===== config.mk =====
export PLATFORM = sky130hd
export DESIGN_NAME = boot_loader
export DESIGN_NICKNAME = d
export VERILOG_FILES = /design/src/rtl/boot_loader_pkg.sv /design/src/rtl/boot_word_packer.sv /design/src/rtl/boot_loader.sv
export SDC_FILE = /design/constraint.sdc
export NUM_CORES = 1
export LEC_CHECK = 0
export ABC_CLOCK_PERIOD_IN_PS = 4690
export BUFFER_PORTS_ARGS = -buffer_cell sky130_fd_sc_hd__buf_2
export CAP_MARGIN = 40
export CORE_MARGIN = 1
export CORE_UTILIZATION = 35
export CTS_BUF_LIST = sky130_fd_sc_hd__clkbuf_16
export CTS_CLUSTER_SIZE = 20
export DETAILED_ROUTE_END_ITERATION = 16
export PLACE_DENSITY = 0.51
export REMOVE_ABC_BUFFERS = 1
export SETUP_SLACK_MARGIN = 0.2
export SYNTH_ARGS = -nofsm -noshare
export SYNTH_HDL_FRONTEND = slang
export SYNTH_HIERARCHICAL = 1
export SYNTH_SLANG_ARGS = --single-unit

===== constraint.sdc =====
create_clock -name clk_i -period 4.69 [get_ports clk_i]
set_input_delay 0.469 -clock clk_i [delete_from_list [all_inputs] [get_ports clk_i]]
set_output_delay 0.469 -clock clk_i [all_outputs]
set_load 0.01 [all_outputs]

===== src/rtl/boot_loader_pkg.sv =====
// Shared types and constants for the byte-stream boot loader.
package boot_loader_pkg;

    localparam int ADDR_WIDTH = 32;
    localparam int DATA_WIDTH = 32;
    localparam logic WRITE_ENABLE = 1'b1;
    localparam logic [DATA_WIDTH-1:0] ZERO = '0;

    typedef enum logic [2:0] {
        S_IDLE  = 3'd0,
        S_HDR   = 3'd1,
        S_CHECK = 3'd2,
        S_DATA  = 3'd3,
        S_WRITE = 3'd4,
        S_DONE  = 3'd5,
        S_ERR   = 3'd6
    } state_t;

    // Output flags held in registers alongside the state.
    typedef struct packed {
        logic ready;
        logic we;
        logic busy;
        logic done;
        logic err;
        logic core_rst;
    } flags_t;

    // Output flag values for a given state; loaded together with the state
    // so every output is a flop with no path from the byte stream.
    function automatic flags_t flags_for(state_t s);
        flags_t f;
        f = '0;
        f.core_rst = 1'b1;
        case (s)
            S_HDR: begin
                f.ready = 1'b1;
                f.busy  = 1'b1;
            end
            S_CHECK: f.busy = 1'b1;
            S_DATA: begin
                f.ready = 1'b1;
                f.busy  = 1'b1;
            end
            S_WRITE: begin
                f.busy = 1'b1;
                f.we   = WRITE_ENABLE;
            end
            S_DONE: begin
                f.done     = 1'b1;
                f.core_rst = 1'b0;
            end
            S_ERR: f.err = 1'b1;
            default: ;
        endcase
        return f;
    endfunction

endpackage


===== src/rtl/boot_word_packer.sv =====
// Packs accepted bytes big-endian into a 32-bit word; flags the 4th byte.
module boot_word_packer
    import boot_loader_pkg::*;
(
    input  logic                  clk,
    input  logic                  rst_n,
    input  logic                  clear,
    input  logic                  accept,
    input  logic [7:0]            byte_in,
    output logic [DATA_WIDTH-1:0] word,
    output logic                  word_valid
);

    logic [1:0] cnt;

    // Completes a word on the edge that takes the 4th byte; the FSM uses
    // this to leave HDR/DATA on that same edge.
    assign word_valid = accept && (cnt == 2'd3);

    // Byte counter and shift register; first byte ends up in word[31:24].
    always_ff @(posedge clk or negedge rst_n) begin
        if (!rst_n) begin
            cnt  <= 2'd0;
            word <= ZERO;
        end else if (clear) begin
            cnt  <= 2'd0;
            word <= ZERO;
        end else if (accept) begin
            cnt  <= cnt + 2'd1;
            word <= {word[DATA_WIDTH-9:0], byte_in};
        end
    end

endmodule


===== src/rtl/boot_loader.sv =====
// Boot loader: holds the core in reset, receives a length-prefixed image
// over a byte stream and writes it word by word into RAM.
//
// state   | meaning
// --------+-------------------------------------------------------------
// S_IDLE  | after reset, core held in reset, waiting for start_i
// S_HDR   | collecting the 4-byte big-endian word count
// S_CHECK | one cycle: validate the word count
// S_DATA  | collecting the 4 bytes of the next payload word
// S_WRITE | one cycle: we_o high, addr_o/data_o presented to RAM
// S_DONE  | image loaded, core released; start_i begins a new session
// S_ERR   | bad length or stream timeout, core held; start_i retries
module boot_loader
    import boot_loader_pkg::*;
#(
    parameter logic [31:0] BASE_ADDR      = 32'h0000_0000,
    parameter int          MAX_WORDS      = 16384,
    parameter int          TIMEOUT_CYCLES = 1000000
) (
    input  logic                  clk_i,
    input  logic                  rst_i,
    input  logic                  start_i,
    input  logic                  rx_valid_i,
    input  logic [7:0]            rx_data_i,
    output logic                  rx_ready_o,
    output logic [ADDR_WIDTH-1:0] addr_o,
    output logic                  we_o,
    output logic [DATA_WIDTH-1:0] data_o,
    output logic                  core_rst_o,
    output logic                  busy_o,
    output logic                  done_o,
    output logic                  err_o
);

    localparam int TW = (TIMEOUT_CYCLES > 1) ? $clog2(TIMEOUT_CYCLES) : 1;
    // Down-counter of remaining idle cycles; zero with no accept means the
    // TIMEOUT_CYCLES-th consecutive idle cycle.
    localparam logic [TW-1:0] TMO_LOAD = TW'(TIMEOUT_CYCLES - 1);
    localparam logic [ADDR_WIDTH-1:0] BASE = BASE_ADDR[ADDR_WIDTH-1:0];

    state_t                state;
    flags_t                flags;
    logic [TW-1:0]         timer;
    logic [31:0]           idx;
    logic [31:0]           len;
    logic                  accept;
    logic                  pack_clear;
    logic                  word_valid;
    logic [DATA_WIDTH-1:0] word;

    assign accept     = rx_valid_i && flags.ready;
    assign pack_clear = start_i && (state == S_IDLE || state == S_DONE || state == S_ERR);

    assign rx_ready_o = flags.ready;
    assign we_o       = flags.we;
    assign busy_o     = flags.busy;
    assign done_o     = flags.done;
    assign err_o      = flags.err;
    assign core_rst_o = flags.core_rst;
    assign data_o     = word;

    boot_word_packer u_packer (
        .clk        (clk_i),
        .rst_n      (rst_i),
        .clear      (pack_clear),
        .accept     (accept),
        .byte_in    (rx_data_i),
        .word       (word),
        .word_valid (word_valid)
    );

    // Session FSM with its timeout counter, word index and write address.
    always_ff @(posedge clk_i or negedge rst_i) begin
        if (!rst_i) begin
            state  <= S_IDLE;
            flags  <= flags_for(S_IDLE);
            timer  <= TMO_LOAD;
            idx    <= 32'd0;
            len    <= 32'd0;
            addr_o <= BASE;
        end else begin
            case (state)
                S_IDLE, S_DONE, S_ERR: begin
                    if (start_i) begin
                        state  <= S_HDR;
                        flags  <= flags_for(S_HDR);
                        timer  <= TMO_LOAD;
                        idx    <= 32'd0;
                        addr_o <= BASE;
                    end
                end
                S_HDR, S_DATA: begin
                    if (accept) begin
                        timer <= TMO_LOAD;
                        if (word_valid) begin
                            if (state == S_HDR) begin
                                state <= S_CHECK;
                                flags <= flags_for(S_CHECK);
                            end else begin
                                state <= S_WRITE;
                                flags <= flags_for(S_WRITE);
                            end
                        end
                    end else if (timer == '0) begin
                        state <= S_ERR;
                        flags <= flags_for(S_ERR);
                    end else begin
                        timer <= timer - 1'b1;
                    end
                end
                S_CHECK: begin
                    len   <= word;
                    timer <= TMO_LOAD;
                    if (word == 32'd0) begin
                        state <= S_DONE;
                        flags <= flags_for(S_DONE);
                    end else if (word > 32'(MAX_WORDS)) begin
                        state <= S_ERR;
                        flags <= flags_for(S_ERR);
                    end else begin
                        state <= S_DATA;
                        flags <= flags_for(S_DATA);
                    end
                end
                S_WRITE: begin
                    idx    <= idx + 32'd1;
                    addr_o <= addr_o + ADDR_WIDTH'(4);
                    if (idx + 32'd1 == len) begin
                        state <= S_DONE;
                        flags <= flags_for(S_DONE);
                    end else begin
                        state <= S_DATA;
                        flags <= flags_for(S_DATA);
                    end
                end
                default: begin
                    state <= S_IDLE;
                    flags <= flags_for(S_IDLE);
                end
            endcase
        end
    end

endmodule


* Word level (Yosys, flattened, before mapping) *
Index checks and enable logic that the tools add are counted.

operators by class
  $add $sub $neg = 4
  magnitude comparators = 1
  equal/unequal tests = 12
  mux-type cells = 29
  reductions and logical operators = 16

operator list
  operator               number
  $pmux 32 s2            2
  $mux 32                3
  $mux 20                3
  $pmux 20 s3            1
  $mux 6                 7
  $add 32x1->32 const B  1
  $add 32x3->32 const B  1
  $eq 32x32->1           1
  $gt 32x15->1 const B   1
  $logic_not 32->1       1
  $mux 3                 8
  $pmux 6 s4             1
  $logic_not 20->1       1
  $sub 20x1->20 const B  1
  $pmux 3 s4             1
  $eq 3x3->1 const B     3
  $eq 3x2->1 const B     2
  $ne 3x2->1 const B     2
  $reduce_and 3->1       2
  $mux 5                 1
  $mux 2                 2
  $reduce_bool 2->1      2
  $eq 3x1->1 const B     1
  $logic_and 1x1->1      3
  other kinds (10)       11

word-level totals
  bits in registers = 159
  input bits = 12
  output and inout port bits = 70

* Logic depth before layout (Yosys ltp) *
  word-level depth = 5
  depth in mapped cells = 12
  gate-level depth less buffers = 10

* Hierarchy *
The synthesis kept the hierarchy.

by module, submodules not included
  module            instances  cells an instance  area an instance (sq um)  seq. area each (sq um)
  boot_loader       1          768                7,020.5                   3,094.2
  boot_word_packer  1          112                1,427.6                   850.8

* Worst setup path after synthesis *
OpenSTA, ideal clock, no wires.

  kind = flip-flop to flip-flop
  from = reg idx[0]
  to = reg flags, in the netlist rx_ready_o
  data arrival time = 2.987 ns
  required time = 4.556 ns
  slack = 1.569 ns
  stages on the path, launching flop included = 10
  path buffers = 0
  period minus slack after synthesis = 3.121 ns
  cell sequence = dfrtp_1 ha_1 nand3_1 nor4_2 nand2_1 mux2i_1 or4_1 or4_4 o21ai_2 o211ai_1

between the ends
  cells in the longest elaborated chain, start to end = 4

ends and longest elaborated chain
  element                   line                text
  start: declaration        boot_loader.sv:44   logic [31:0] idx;
  start signal: assignment  boot_loader.sv:126  idx <= idx + 32'd1;
  $add 32x1->32             boot_loader.sv:128  if (idx + 32'd1 == len) begin
  $eq 32x32->1              boot_loader.sv:128
  $mux 6                    boot_loader.sv:128
  $pmux 6 s4                boot_loader.sv:82   case (state)
  end signal: assignment    boot_loader.sv:86   flags <= flags_for(S_HDR);
  end signal: assignment    boot_loader.sv:130  flags <= flags_for(S_DONE);
  end signal: assignment    boot_loader.sv:133  flags <= flags_for(S_DATA);
  end: declaration          boot_loader.sv:42   flags_t flags;

Every way passes these cells.
A chain may end at the register's enable or synchronous reset.

* Final worst setup path *
  from = reg idx[0]
  to = reg state[1]

between the ends
  cells in the longest elaborated chain, start to end = 4

ends and longest elaborated chain
  element                 line                text
  $add 32x1->32           boot_loader.sv:128
  $eq 32x32->1            boot_loader.sv:128
  $mux 3                  boot_loader.sv:128
  $pmux 3 s4              boot_loader.sv:82
  end signal: assignment  boot_loader.sv:85   state <= S_HDR;
  end signal: assignment  boot_loader.sv:129  state <= S_DONE;
  end signal: assignment  boot_loader.sv:132  state <= S_DATA;
  end: declaration        boot_loader.sv:41   state_t state;

Every way passes these cells.

==> results.yml <==
logic_synthesis:
  synth_ff_type: "dfrtp_1"
  yosys_warnings: 6
  synthDistinctLibCells: 74
  yosys-top-cells-area: "dfrtp_1 43%, o21ai_0 5.5%, mux2i_1 5.0%"
  synth-seq-cells: 157
  synth-edff-count: 0
  synthCells: 880
  avgSynthCellArea_um2: 9.60
  syn_area_mm2: 0.00845
  yosysTopAreaCell: "dfrtp_1"
  synthArstFlopShare_pct: 100
  yosysSeqAreaShare_pct: 46.7
  synth_top_area_share_pct: 42.7
critical_path:
  arrival_ns: 3.83
  cp_top_family: "simple AND/OR/NAND/NOR gates"
  critical_path_cell_count: 9
  worst-r2r-setup-slack_ns: 1.15
  critical_path_class: "reg -> reg"
  critical_path.endpoint_type: "register"
  path_max_fanout: 9
  crit_slowest_cell: "nor4_2"
  crit_buf_inv: 0
  r2r_start: "idx[0]"
  crit_required_ns: 4.98
  r2r_end: "state[1]"
  cp_cell_sequence: "ha_1, nand3_1, nor4_2, xnor2_1, o2111ai_1, or4_1, or4_4, o21ai_2, o211ai_1"
  critPathCapture: "state[1]"
  crit_start: "idx[0]"
  cp-start-kind: "register"
  rr_worst_depth: 9
  worst_path_largest_cell_delay_ns: 0.73
timing:
  timing.final.setup_violations: 0
  slew_viol_final: 0
  period_needed_ns: 3.54
  fin_setup_tns_ns: 0
  tightest_slew_ns: 0.778
  finalHoldViolCount: 0
  slew_headroom_pct: 47.7
  whs_ns: 0.0233
  clock.fmax_ghz: 0.283
  finalClockSkew_ns: 0.0110
  grt_setup_unrepaired: "false"
  finalCritPeriodShare_pct: 75.4
grt:
  grt_pass1_wl_mm: 35.7
  grt_max_degree: 91
  first_global_vias: 6503
  grt_antenna_before_repair: 0
  grt.overflow.total: 0
  grt_usage_pct: 18.4
clock_tree:
  cts_resized: 0
  clk_pin_slew_ns: 0.07
  clkLatencyLatePin_ns: 0.43
  cts_tree: "yes"
  cts_setup_buffers: 0
  cts.path.max_buffers: 2
  clockRootBuffer: "clkbuf_16"
  holdBufCountCts: 0
  htree_num_levels: 4
  cts_made_buffers: 17
  clock-sinks: 157
finish:
  syn2layout_area_growth_pct: 14.5
  utilization_pct: 41.1
  final_common_cell: "dfrtp_1"
  layout-drive-gt1-share_pct: 19.9
  final_nets: 959
  final_cell_mix: "144 x dfrtp_1, 93 x nand2_1, 91 x o21ai_0, 86 x nor2_1, 79 x buf_2"
  n_antenna_cell: 0
  filler_cell_count: 2361
pwr:
  total_power_w: 0.00558
  power_leakage_nw: 4.31
  powerDensity_mw_per_mm2: 577
  peakVddDrop_v: 0.000299
drt:
  wl_per_cell_um: 16.7
  viasPerCell: 5.23
  dr.pass1.iters: 5
  drtIter0Drc: 508
  wl_mm: 21.2
  remaining_drc_errors: 0
  antenna_left: 0
  vias: 6669
placement:
  numPortBuffers: 79
  dpl.hpwl_mm: 14.6
  place_congestion: 0.837
status:
  status: "finished clean"
die:
  dieArea_mm2: 0.0248
  ios: 82
  die_height_um: 157
  coreArea_mm2: 0.0235
  die_w_um: 157
  rows: 56
  initial_utilization_pct: 35.9
job:
  maxCapViolCount: 0
hold_path:
  min_path_type: "in -> async"
-- routing by layer --
| layer | vias to the layer above | global-route usage, % | part of all wire [%] |
|---|---|---|---|
| met5 | - | 0 | 0 |
| met4 | 0 | 5.78 | 1.5 |
| met3 | 21 | 3.28 | 3.9 |
| met2 | 149 | 28.2 | 45 |
| met1 | 3207 | 26.3 | 50 |
| li1 | 3292 | - | - |
-- cells by family (layout without fill, tap and decap cells) --
| group | Yosys count | after routing | share of synthesized area (%) |
|---|---|---|---|
| and+or+nand+nor | 338 | 338 | 19.9 |
| AOI/OAI and AO/OA | 192 | 192 | 13.9 |
| DFF | 157 | 157 | 46.7 |
| muxes | 73 | 73 | 9.11 |
| buffers and inverters | 62 | 137 | 4.24 |
| xor gates and xnor gates | 52 | 52 | 5.39 |
| adders and majority gates | 5 | 5 | 0.711 |
| other | 1 | 2 | 0.0444 |
-- per-stage QoR --
| step | area (um2) | std cells | worst slack, ns |
|---|---|---|---|
| floorplan | 8140 | 830 | 0.456 |
| finish | 9670 | 1275 | 1.15 |
| detailed placement | 9070 | 1243 | 1.16 |
| CTS | 9670 | 1275 | 1.13 |
| global placement | 9050 | 1240 | 1.24 |
| global route | 9670 | 1275 | 0.867 |
-- registers in the layout, summed over array words and instances (netlist names) --
name and flops:
err_o 1, core_rst_o 1, u_packer/cnt 2, len 32, state 3, u_packer/word 32
idx 32, done_o 1, addr_o 30, busy_o 1, we_o 1, rx_ready_o 1
timer 20
-- worst min-delay path by stage --
stage,to,slack (ns)
floorplan,addr_o[10],0.17
global placement,core_rst_o,0.46
detailed placement,core_rst_o,0.45
CTS,timer[8],0.06
global route,timer[8],0.07
finish,timer[8],0.02
-- worst reg2reg max path: stages, from the launching register on --
cell	delay [ns]
dfrtp_1	0.43
ha_1	0.28
nand3_1	0.18
nor4_2	0.73
xnor2_1	0.20
o2111ai_1	0.15
or4_1	0.53
or4_4	0.59
o21ai_2	0.21
o211ai_1	0.10
-- synth_stat cells (all sizes together) (15+ instances only) --
cell type and number:
xor2 16, xnor2 36, nor4 15, a31oi 16
nor2 91, nand4 22, nand2 93, o31ai 21
nor3 18, buf 17, clkbuf 34, o21ai 94
mux2 31, mux2i 42, dfrtp 144, nand3 35
a21oi 27
-- report_power, final --
part	internal [W]	switching, W	total (W)	leakage (nW)
Combinational	0.000871	0.00117	0.00204	1.92
Clock	0.000836	0.000577	0.00141	0.288
Sequential	0.00168	0.000446	0.00213	2.09
Total	0.00339	0.00219	0.00558	4.31
-- cell type report --
cell class,count,area [um2],area share (%)
Multi-Input combinational cell,662,4160,43.0
Sequential cell,157,3950,40.8
Timing Repair Buffer,94,532,5.50
Clock buffer,17,425,4.40
Tap cell,319,399,4.13
Clock inverter,15,173,1.79
Inverter,11,41.3,0.427
No activity file was read; power rests on OpenSTA's default activity.
